===== src/rtl/pipe_pkg.sv =====
// -----------------------------------------------------------------------------
// pipe_pkg
// Shared definitions for the ID/EXE pipeline boundary: skid-buffer state
// encoding, register tag width, control-bit positions and the packed payload
// layout that ID packs and EXE unpacks.
// -----------------------------------------------------------------------------
package pipe_pkg;

    localparam int SRC_W  = 4;
    localparam int CTRL_W = 7;

    // Control bit positions inside the payload LSBs.
    localparam int WB_EN_B = 6;
    localparam int MEM_R_B = 5;
    localparam int MEM_W_B = 4;
    localparam int IMM_B   = 3;
    localparam int BR_B    = 2;
    localparam int S_B     = 1;
    localparam int C_B     = 0;

    // Encoded as {skid.valid, main.valid}; 2'b10 cannot occur.
    typedef enum logic [1:0] {
        EMPTY = 2'b00,
        ONE   = 2'b01,
        TWO   = 2'b11
    } state_e;

    typedef struct packed {
        logic wb_en;
        logic mem_read;
        logic mem_write;
        logic imm;
        logic branch;
        logic s;
        logic carry;
    } ctrl_t;

    typedef struct packed {
        logic [31:0] pc;
        logic [31:0] val_rn;
        logic [31:0] val_rm;
        logic [31:0] instr;
        logic [11:0] shift_op;
        logic [23:0] signed_imm;
        logic [3:0]  dest;
        logic [3:0]  exe_cmd;
        logic        flags;      // status carry-in
        ctrl_t       ctrl;       // occupies the CTRL_W LSBs
    } id_ex_payload_t;

    localparam int PAYLOAD_BITS = $bits(id_ex_payload_t);

endpackage


===== src/rtl/id_ex_skid_reg_if.sv =====
// -----------------------------------------------------------------------------
// id_ex_skid_reg_if
// Valid/ready stage handshake carrying the packed payload and source tags.
//   master: drives valid, payload, src1, src2; receives ready
//   slave : receives valid, payload, src1, src2; drives ready
// -----------------------------------------------------------------------------
interface id_ex_skid_reg_if #(
    parameter int PAYLOAD_W = 180,
    parameter int SRC_W     = 4
);
    logic                 valid;
    logic                 ready;
    logic [PAYLOAD_W-1:0] payload;
    logic [SRC_W-1:0]     src1;
    logic [SRC_W-1:0]     src2;

    modport master (output valid, payload, src1, src2, input ready);
    modport slave  (input valid, payload, src1, src2, output ready);
endinterface


===== src/rtl/pipe_slot.sv =====
// -----------------------------------------------------------------------------
// pipe_slot
// One storage entry: payload, two source tags and a valid bit.
//   clk, rst          : clock, asynchronous active-high reset
//   load              : capture d_* and set valid
//   clear             : empty the entry and zero its contents (wins over load)
//   d_payload/src1/2  : data to capture
//   q_valid/payload/src1/src2 : stored entry
// -----------------------------------------------------------------------------
module pipe_slot #(
    parameter int PAYLOAD_W = 180,
    parameter int SRC_W     = 4
) (
    input  logic                 clk,
    input  logic                 rst,
    input  logic                 load,
    input  logic                 clear,
    input  logic [PAYLOAD_W-1:0] d_payload,
    input  logic [SRC_W-1:0]     d_src1,
    input  logic [SRC_W-1:0]     d_src2,
    output logic                 q_valid,
    output logic [PAYLOAD_W-1:0] q_payload,
    output logic [SRC_W-1:0]     q_src1,
    output logic [SRC_W-1:0]     q_src2
);

    logic                 valid_d,   valid_q;
    logic [PAYLOAD_W-1:0] payload_d, payload_q;
    logic [SRC_W-1:0]     src1_d,    src1_q;
    logic [SRC_W-1:0]     src2_d,    src2_q;

    always_comb begin
        // NOTE: every output of this block gets a default first, so no path leaves a value unassigned and no latch is inferred.
        valid_d   = valid_q;
        payload_d = payload_q;
        src1_d    = src1_q;
        src2_d    = src2_q;
        if (clear) begin
            valid_d   = 1'b0;
            payload_d = '0;
            src1_d    = '0;
            src2_d    = '0;
        end else if (load) begin
            valid_d   = 1'b1;
            payload_d = d_payload;
            src1_d    = d_src1;
            src2_d    = d_src2;
        end
    end

    // NOTE: the data registers are reset as well as the valid bit; the tags feed hazard logic and must never show stale values after reset.
    always_ff @(posedge clk or posedge rst) begin
        if (rst) begin
            // NOTE: non-blocking assignments in clocked blocks so every flop samples pre-edge values regardless of statement order.
            valid_q   <= 1'b0;
            payload_q <= '0;
            src1_q    <= '0;
            src2_q    <= '0;
        end else begin
            valid_q   <= valid_d;
            payload_q <= payload_d;
            src1_q    <= src1_d;
            src2_q    <= src2_d;
        end
    end

    assign q_valid   = valid_q;
    assign q_payload = payload_q;
    assign q_src1    = src1_q;
    assign q_src2    = src2_q;

endmodule


===== src/rtl/id_ex_skid_reg.sv =====
// -----------------------------------------------------------------------------
// id_ex_skid_reg
// ID->EXE boundary register with a two-entry skid buffer. The main slot drives
// the EXE side; the skid slot absorbs the one instruction that was accepted in
// the cycle EXE stalled, so in_ready can be registered.
//   clk, rst    : clock, asynchronous active-high reset
//   flush       : synchronous flush, drops everything incl. the incoming entry
//   in_if       : ID-side handshake (slave)
//   out_if      : EXE-side handshake (master); control LSBs gated by valid
//   occupancy   : entries held, 0..2
//   bubble_cnt  : saturating count of edges with out_valid low
// -----------------------------------------------------------------------------
module id_ex_skid_reg #(
    parameter int PAYLOAD_W = 180,
    parameter int CTRL_W    = 7,
    parameter int SRC_W     = 4
) (
    input  logic                    clk,
    input  logic                    rst,
    input  logic                    flush,
    id_ex_skid_reg_if.slave         in_if,
    id_ex_skid_reg_if.master        out_if,
    output logic [1:0]              occupancy,
    output logic [15:0]             bubble_cnt
);
    import pipe_pkg::*;

    logic                 m_v, s_v;
    logic [PAYLOAD_W-1:0] m_payload, s_payload, m_d_payload;
    logic [SRC_W-1:0]     m_src1, m_src2, s_src1, s_src2, m_d_src1, m_d_src2;
    logic                 m_load, m_clear, m_from_skid, s_load, s_clear;
    logic                 in_ready_d, in_ready_q;
    logic [15:0]          bubble_d, bubble_q;
    logic                 in_fire, out_fire;
    state_e               state, state_d;

    // The slot valid bits are the state register.
    assign state    = state_e'({s_v, m_v});
    assign in_fire  = in_if.valid & in_ready_q;
    assign out_fire = m_v & out_if.ready;

    always_comb begin
        state_d     = state;
        m_load      = 1'b0;
        m_clear     = 1'b0;
        m_from_skid = 1'b0;
        s_load      = 1'b0;
        s_clear     = 1'b0;
        if (flush) begin
            m_clear = 1'b1;
            s_clear = 1'b1;
            state_d = EMPTY;
        end else begin
            case (state)
                EMPTY: begin
                    if (in_fire) begin
                        m_load  = 1'b1;
                        state_d = ONE;
                    end
                end
                ONE: begin
                    if (in_fire && out_fire) begin
                        m_load = 1'b1;
                    end else if (in_fire) begin
                        s_load  = 1'b1;
                        state_d = TWO;
                    end else if (out_fire) begin
                        m_clear = 1'b1;
                        state_d = EMPTY;
                    end
                end
                TWO: begin
                    if (out_fire) begin
                        m_load      = 1'b1;
                        m_from_skid = 1'b1;
                        s_clear     = 1'b1;
                        state_d     = ONE;
                    end
                end
                default: begin
                    m_clear = 1'b1;
                    s_clear = 1'b1;
                    state_d = EMPTY;
                end
            endcase
        end
    end

    assign m_d_payload = m_from_skid ? s_payload : in_if.payload;
    assign m_d_src1    = m_from_skid ? s_src1    : in_if.src1;
    assign m_d_src2    = m_from_skid ? s_src2    : in_if.src2;

    pipe_slot #(.PAYLOAD_W(PAYLOAD_W), .SRC_W(SRC_W)) u_main (
        .clk       (clk),
        .rst       (rst),
        .load      (m_load),
        .clear     (m_clear),
        .d_payload (m_d_payload),
        .d_src1    (m_d_src1),
        .d_src2    (m_d_src2),
        .q_valid   (m_v),
        .q_payload (m_payload),
        .q_src1    (m_src1),
        .q_src2    (m_src2)
    );

    pipe_slot #(.PAYLOAD_W(PAYLOAD_W), .SRC_W(SRC_W)) u_skid (
        .clk       (clk),
        .rst       (rst),
        .load      (s_load),
        .clear     (s_clear),
        .d_payload (in_if.payload),
        .d_src1    (in_if.src1),
        .d_src2    (in_if.src2),
        .q_valid   (s_v),
        .q_payload (s_payload),
        .q_src1    (s_src1),
        .q_src2    (s_src2)
    );

    // in_ready is a function of the next state only, never of out_ready.
    assign in_ready_d = (state_d != TWO);
    assign bubble_d   = (!m_v && bubble_q != 16'hFFFF) ? bubble_q + 16'd1 : bubble_q;

    always_ff @(posedge clk or posedge rst) begin
        if (rst) begin
            in_ready_q <= 1'b1;
            bubble_q   <= '0;
        end else begin
            in_ready_q <= in_ready_d;
            bubble_q   <= bubble_d;
        end
    end

    assign in_if.ready    = in_ready_q;
    assign out_if.valid   = m_v;
    assign out_if.payload = {m_payload[PAYLOAD_W-1:CTRL_W], m_payload[CTRL_W-1:0] & {CTRL_W{m_v}}};
    assign out_if.src1    = m_src1;
    assign out_if.src2    = m_src2;
    assign occupancy      = {1'b0, m_v} + {1'b0, s_v};
    assign bubble_cnt     = bubble_q;

endmodule


===== src/flat_wrapper.sv =====
// flat-port wrapper written by rule: the top's interface ports become plain ports
module id_ex_skid_reg_flat import pipe_pkg::*;
#(
    parameter int PAYLOAD_W = 180,
    parameter int CTRL_W    = 7,
    parameter int SRC_W     = 4
)
  (clk, rst, flush, occupancy, bubble_cnt, in_if_valid, in_if_payload, in_if_src1, in_if_src2, in_if_ready, out_if_valid, out_if_payload, out_if_src1, out_if_src2, out_if_ready);
  id_ex_skid_reg_if #(.PAYLOAD_W(PAYLOAD_W), .SRC_W(SRC_W)) in_if_i ();
  id_ex_skid_reg_if #(.PAYLOAD_W(PAYLOAD_W), .SRC_W(SRC_W)) out_if_i ();
  input  logic clk;
  input  logic rst;
  input  logic flush;
  output logic [1:0] occupancy;
  output logic [15:0] bubble_cnt;
  input wire logic [$bits(in_if_i.valid)-1:0] in_if_valid;
  input wire logic [$bits(in_if_i.payload)-1:0] in_if_payload;
  input wire logic [$bits(in_if_i.src1)-1:0] in_if_src1;
  input wire logic [$bits(in_if_i.src2)-1:0] in_if_src2;
  output wire logic [$bits(in_if_i.ready)-1:0] in_if_ready;
  output wire logic [$bits(out_if_i.valid)-1:0] out_if_valid;
  output wire logic [$bits(out_if_i.payload)-1:0] out_if_payload;
  output wire logic [$bits(out_if_i.src1)-1:0] out_if_src1;
  output wire logic [$bits(out_if_i.src2)-1:0] out_if_src2;
  input wire logic [$bits(out_if_i.ready)-1:0] out_if_ready;
  assign in_if_i.valid = in_if_valid;
  assign in_if_i.payload = in_if_payload;
  assign in_if_i.src1 = in_if_src1;
  assign in_if_i.src2 = in_if_src2;
  assign in_if_ready = in_if_i.ready;
  assign out_if_valid = out_if_i.valid;
  assign out_if_payload = out_if_i.payload;
  assign out_if_src1 = out_if_i.src1;
  assign out_if_src2 = out_if_i.src2;
  assign out_if_i.ready = out_if_ready;
  id_ex_skid_reg #(.PAYLOAD_W(PAYLOAD_W), .CTRL_W(CTRL_W), .SRC_W(SRC_W)) u_core (.clk(clk), .rst(rst), .flush(flush), .in_if(in_if_i), .out_if(out_if_i), .occupancy(occupancy), .bubble_cnt(bubble_cnt));
endmodule

===== config.mk =====
export PLATFORM = sky130hd
export DESIGN_NAME = id_ex_skid_reg_flat
export DESIGN_NICKNAME = d
export VERILOG_FILES = /design/src/rtl/pipe_pkg.sv /design/src/rtl/id_ex_skid_reg_if.sv /design/src/rtl/pipe_slot.sv /design/src/rtl/id_ex_skid_reg.sv /design/src/flat_wrapper.sv
export SDC_FILE = /design/constraint.sdc
export NUM_CORES = 1
export LEC_CHECK = 0
export BUFFER_PORTS_ARGS = -buffer_cell sky130_fd_sc_hd__buf_2
export CORE_ASPECT_RATIO = 1.75
export CORE_MARGIN = 8
export CORE_UTILIZATION = 34
export CTS_CLUSTER_DIAMETER = 40
export DETAILED_ROUTE_END_ITERATION = 8
export PLACE_DENSITY = 0.65
export RECOVER_POWER = 50
export SLEW_MARGIN = 40
export SYNTH_ARGS = -nofsm -noshare
export SYNTH_HDL_FRONTEND = slang
export SYNTH_SLANG_ARGS = --single-unit

===== constraint.sdc =====
create_clock -name clk -period 15.9 [get_ports clk]
set_input_delay 2.385 -clock clk [delete_from_list [all_inputs] [get_ports clk]]
set_output_delay 2.385 -clock clk [all_outputs]
set_load 0.05 [all_outputs]

== Word-level counts from Yosys, hierarchy flattened ==
Cells that the tools add are included.
Widths: inputs -> output; s select.

* Input port bits: 193
* Flip-flop bits (word level): 395

* Muxes and demuxes: 42
* Reductions and logical operators: 8
* Bitwise operators: 3
* Equal/unequal tests: 4
* Add/sub/neg operators: 2

{| class="wikitable"
|+ Operators by type and width
! cell !! number
|-
| $mux 180 || 5
|-
| $mux 4 || 10
|-
| $mux 1 || 17
|-
| $add 16x1->16 const B || 1
|-
| $ne 16x16->1 const B || 1
|-
| $mux 2 || 6
|-
| $and 7x7->7 || 1
|-
| $pmux 2 s3 || 1
|-
| $pmux 1 s2 || 2
|-
| $reduce_bool 2->1 || 2
|-
| $reduce_or 2->1 || 2
|-
| $pmux 1 s3 || 1
|-
| $add 1x1->2 || 1
|-
| $and 1x1->1 || 2
|-
| $eq 2x1->1 const B || 1
|-
| $eq 2x2->1 const B || 1
|-
| $logic_and 1x1->1 || 2
|-
| $logic_not 2->1 || 1
|-
| $ne 2x2->1 const B || 1
|-
| $logic_not 1->1 || 1
|}

== Depth between registers and ports, before layout ==
* Depth after elaboration: 7
* Mapped depth: 9

== Cells and area by module ==
Synthesis repeated with hierarchy kept, for this count alone.

* Cells, all modules: 1,548
* Area, all modules: 18,647.9 sq um

{| class="wikitable"
|+ By module, submodules not included
! module !! seq. area each (sq um) !! instances !! cells each !! area an instance (sq um)
|-
| pipe_slot || 4,729.5 || 2 || 610 || 7,618.6
|-
| id_ex_skid_reg || 426.7 || 1 || 328 || 3,410.8
|}

== Least setup slack after synthesis ==
No wires, ideal clock.

* Path type: flip-flop to output port
* Start point: reg u_core.u_main.valid_q (netlist: u_core.u_main.q_valid)
* End point: out occupancy[0]
* Path buffers: 1
* Arrival time: 1.669 ns
* Path slack: 11.846 ns
* Cell stages (with the launch flop): 4
* Cell sequence: dfrtp_1 > clkbuf_1 > inv_1 > ha_1

* Longest elaborated chain between the ends: 1

{| class="wikitable"
|+ RTL lines
! element !! RTL line !! source
|-
| start, declared || pipe_slot.sv:27 || <nowiki>logic valid_d, valid_q;</nowiki>
|-
| start signal, assigned || pipe_slot.sv:60 || <nowiki>valid_q <= valid_d;</nowiki>
|-
| $add 1x1->2 || id_ex_skid_reg.sv:140 || <nowiki>assign occupancy = {1'b0, m_v} + {1'b0, s_v};</nowiki>
|-
| end, declared || flat_wrapper.sv:14 || <nowiki>output logic [1:0] occupancy;</nowiki>
|}

Every way passes these cells.

==> summary.txt <==
Cells and area
  – Layout cell share with drive strength beyond 1: 0.241
  – Final #Nets: 1727
  – Layout Area Growth over Synthesis: 14.7%
  – Fill cells: 4981

Setup path
  – Crit path buffers/inverters: 4
  – Internal reg-to-reg setup slack: 10020 ps
  – Length in cells of the worst reg-to-reg path: 8
  – Maximum single-stage delay on the critical path: 2830 ps
  – Most frequent CP cell: sky130_fd_sc_hd__clkbuf_1
  – Family of cells with the greatest summed delay on the critical path: buffers and inverters
  – Classification of the worst setup path: primary input to async pin
  – Standard cell with the maximum stage delay on the critical path: sky130_fd_sc_hd__clkbuf_1
  – Capture point of the worst reg-to-reg path: u_core.u_main.q_payload[125]
  – Startpoint kind of the worst setup timing path: primary input
  – Sequence of cells on the critical path: clkbuf_1, clkinvlp_2, clkbuf_1, buf_6
  – Critical path endpoint category: async pin
  – Arr. time, crit path: 9010 ps
  – Worst Path Required: 16480 ps
  – Largest fanout of any net on the critical path: roughly 110
  – Launch instance of the worst register-to-register path: u_core.u_main.q_valid

Yosys
  – Post-synthesis sequential element count: ~400
  – Synth Warn #: 0
  – Net count after synthesis: 1543
  – Primary FF master, synth: sky130_fd_sc_hd__dfrtp_1
  – Share of synthesized area occupied by flip-flops and latches: 0.563
  – Avg Cell Area, Syn: ~13 um^2
  – Top cell types by occurrence after synthesis: sky130_fd_sc_hd__dfrtp_1, sky130_fd_sc_hd__a22o_1, sky130_fd_sc_hd__mux2i_1, sky130_fd_sc_hd__o2bb2ai_1, sky130_fd_sc_hd__buf_4
  – Area fraction of the dominant cell type after synthesis: 0.561
  – Cells after Synth: 1344
  – Asr flop ratio synth: 1.00
  – Netlist Area Pre-Place: 17600 um^2
  – Cell taking the most area after synthesis: sky130_fd_sc_hd__dfrtp_1
  – Top area cells in the synthesized netlist: sky130_fd_sc_hd__dfrtp_1, sky130_fd_sc_hd__mux2i_1, sky130_fd_sc_hd__a22o_1
  – Number of flops mapped to enable cells by yosys: 0
  – Number of library cell types mapped by synthesis: 45
  – Library cell with the highest instance count after synthesis: sky130_fd_sc_hd__dfrtp_1

CTS
  – Clock net sink count: 395
  – CTS resizes: 0
  – Post-CTS Setup Repair Bufs: 0
  – Clock-pin slew on the worst setup and hold paths: roughly 60 ps
  – Post-CTS Hold Fix Bufs: 0
  – TritonCTS clock tree: done
  – Maximum buffer depth of the clock tree: 3
  – Number of buffers created by CTS: 43
  – Number of H-tree branching levels: 2
  – Latest clock arrival within the worst-skew pair: 550 ps
  – Clock root buffer: sky130_fd_sc_hd__clkbuf_16

Drt
  – Number of vias after detailed routing: 11900
  – Number of remaining DRC errors: 0
  – DRT Pass-1 Iters: 5
  – Wire length per cell after detailed routing: 21.5 um
  – Final WL: 48.3 mm
  – Routed Antenna Nets: 0
  – Drt first-iter violations: 686
  – Post-detailed-route via-to-cell ratio: 5.30

Worst hold path
  – Worst min-delay path category: flip-flop to flip-flop
  – Capture endpoint of the worst hold path: u_core.u_main.q_payload[96]
  – Hold Crit Depth: 1
  – Worst hold start: u_core.u_main.q_payload[96]

Global route
  – First-pass GRT wire length: about 76 mm
  – Number of antenna violations at the first check in global routing: 15
  – Pin count of the biggest net entering global routing: 110
  – Aggregate global-route resource usage: 0.156
  – Total congestion overflow after global routing: 0
  – Vias in the first global route: 12800

Timing
  – Hold violation total from the final report: 0
  – Clock period minus worst slack: ~8400 ps
  – Worst hold-check slack: 486 ps
  – F_max: 0.119 GHz
  – Unrepaired setup endpoints after global routing: no
  – Total negative slack for setup checks: 0 ps
  – Least-Margin Pin Slew: 4950 ps
  – Post-route clock period utilization: 0.530
  – Max transition margin: -2.32
  – Fin Clk Skew: 14.4 ps
  – Final setup fails: 0
  – Number of max-slew violations in the final report: 461

Floorplan
  – Width of the die: 188 um
  – Vertical extent of the die: 317 um
  – I/O pin count: around 400
  – Number of placement rows: 110
  – Core area: 51200 um^2
  – Die Area: 59500 um^2
  – Starting density of the core: 0.343

Place
  – Final weighted congestion in routability-driven placement: roughly 0.84
  – Detailed placer's ending HPWL: 31.5 mm
  – Number of port buffers: 400

Pwr
  – Final total power: 3.78 mW
  – LEAKAGE: 10.7 nW
  – Peak VDD IR: just over 0.1 mV
  – Power per unit of standard cell area: between 150 and 200 nW/um^2

Status
  – Violated checks: max-capacitance violations, max-slew violations
  – Outcome: finished, violations left

Run
  – Max capacitance violation total: 6
-- sequential cells by signal, summed over array words and instances (netlist names) --
signal and flops:
u_core.u_main.q_valid 1, u_core.bubble_cnt 16, u_core.u_skid.q_payload 180, u_core.u_main.q_src2 4, u_core.u_main.q_payload 180, u_core.u_main.q_src1 4
u_core.u_skid.q_valid 1, u_core.u_skid.q_src2 4, u_core.u_skid.q_src1 4, u_core.in_if.ready 1
-- stage by stage --
stage	worst slack (ps)	cells	cell area [um^2]	utilization
6_report	7480	2249	20200	0.394
5_1_grt	5980	2248	20200	0.394
4_1_cts	11240	2234	20300	0.397
3_5_place_dp	11050	2155	18800	0.368
3_3_place_gp	10830	2154	18800	0.367
2_1_floorplan	2530	1344	17600	-
-- layer usage --
metal	vias to the layer above	global-route usage	share of wire	wire, um
met4	2	0.0826	0.046	2220
met2	425	0.266	0.51	24600
met5	-	0	0.00027	13
li1	5249	-	-	-
met1	6140	0.181	0.39	18900
met3	98	0.0335	0.053	2580
-- final cells by class --
class | instances | area [um^2] | share of cell area
multi-input cells | 668 | 5880 | 0.292
clock buffers | 58 | 1220 | 0.0607
flip-flops and latches | 395 | 9890 | 0.490
diodes | 15 | 37.5 | 0.00186
inverters | 4 | 16.3 | 0.000807
repair buffers | 416 | 2010 | 0.0996
clock inverters | 21 | 265 | 0.0132
well taps | 672 | 841 | 0.0417
-- power breakdown --
part / switching [mW] / internal, mW / total [mW]
clock network: 0.424 / 0.614 / 1.04
logic: 1.07 / 0.277 / 1.35
registers: 0.157 / 1.24 / 1.39
total: 1.66 / 2.13 / 3.78
-- logic make-up (layout without fill, tap and decap cells) --
kind of cell    after synthesis  in the layout  share of synthesized area
xor+xnor                     10             10                    0.00498
flops                       395            395                      0.563
fa+ha+maj                     6              6                    0.00427
buf+inv                     281            499                      0.103
compound gates              396            396                      0.195
mux                         190            190                      0.108
simple gates                 66             66                     0.0221
other cells                   0             15                          0
-- worst reg2reg max path, stage by stage (launching register included) --
cell and delay (ps):
sky130_fd_sc_hd__dfrtp_1 730, sky130_fd_sc_hd__inv_1 240, sky130_fd_sc_hd__ha_1 390, sky130_fd_sc_hd__nor2b_1 170
sky130_fd_sc_hd__a311o_1 380, sky130_fd_sc_hd__nor2_4 80, sky130_fd_sc_hd__clkbuf_1 3130, sky130_fd_sc_hd__buf_16 340
sky130_fd_sc_hd__o2bb2ai_1 340
-- worst max-delay path by stage --
stage / cells past startpoint / slack (ps) / startpoint / to
2_1_floorplan: 1 / 2530 / rst / u_core.bubble_cnt[0]
3_3_place_gp: 4 / 10830 / rst / u_core.bubble_cnt[11]
3_5_place_dp: 6 / 11050 / out_if_ready / u_core.u_main.q_payload[118]
4_1_cts: 3 / 11240 / u_core.u_main.q_valid / occupancy[0]
5_1_grt: 3 / 5980 / rst / u_core.u_skid.q_payload[162]
6_report: 4 / 7480 / rst / u_core.u_main.q_payload[22]
-- cells in the final DEF, fill, tap and decap left out, types with 12 or more instances in the layout --
cell	n
sky130_fd_sc_hd__dfrtp_1	394
sky130_fd_sc_hd__buf_2	286
sky130_fd_sc_hd__o2bb2ai_1	188
sky130_fd_sc_hd__mux2i_1	188
sky130_fd_sc_hd__a22o_1	188
sky130_fd_sc_hd__clkbuf_1	126
sky130_fd_sc_hd__clkbuf_16	44
sky130_fd_sc_hd__diode_2	15
sky130_fd_sc_hd__nand2_1	12
Power figures use the tool's default switching activity.
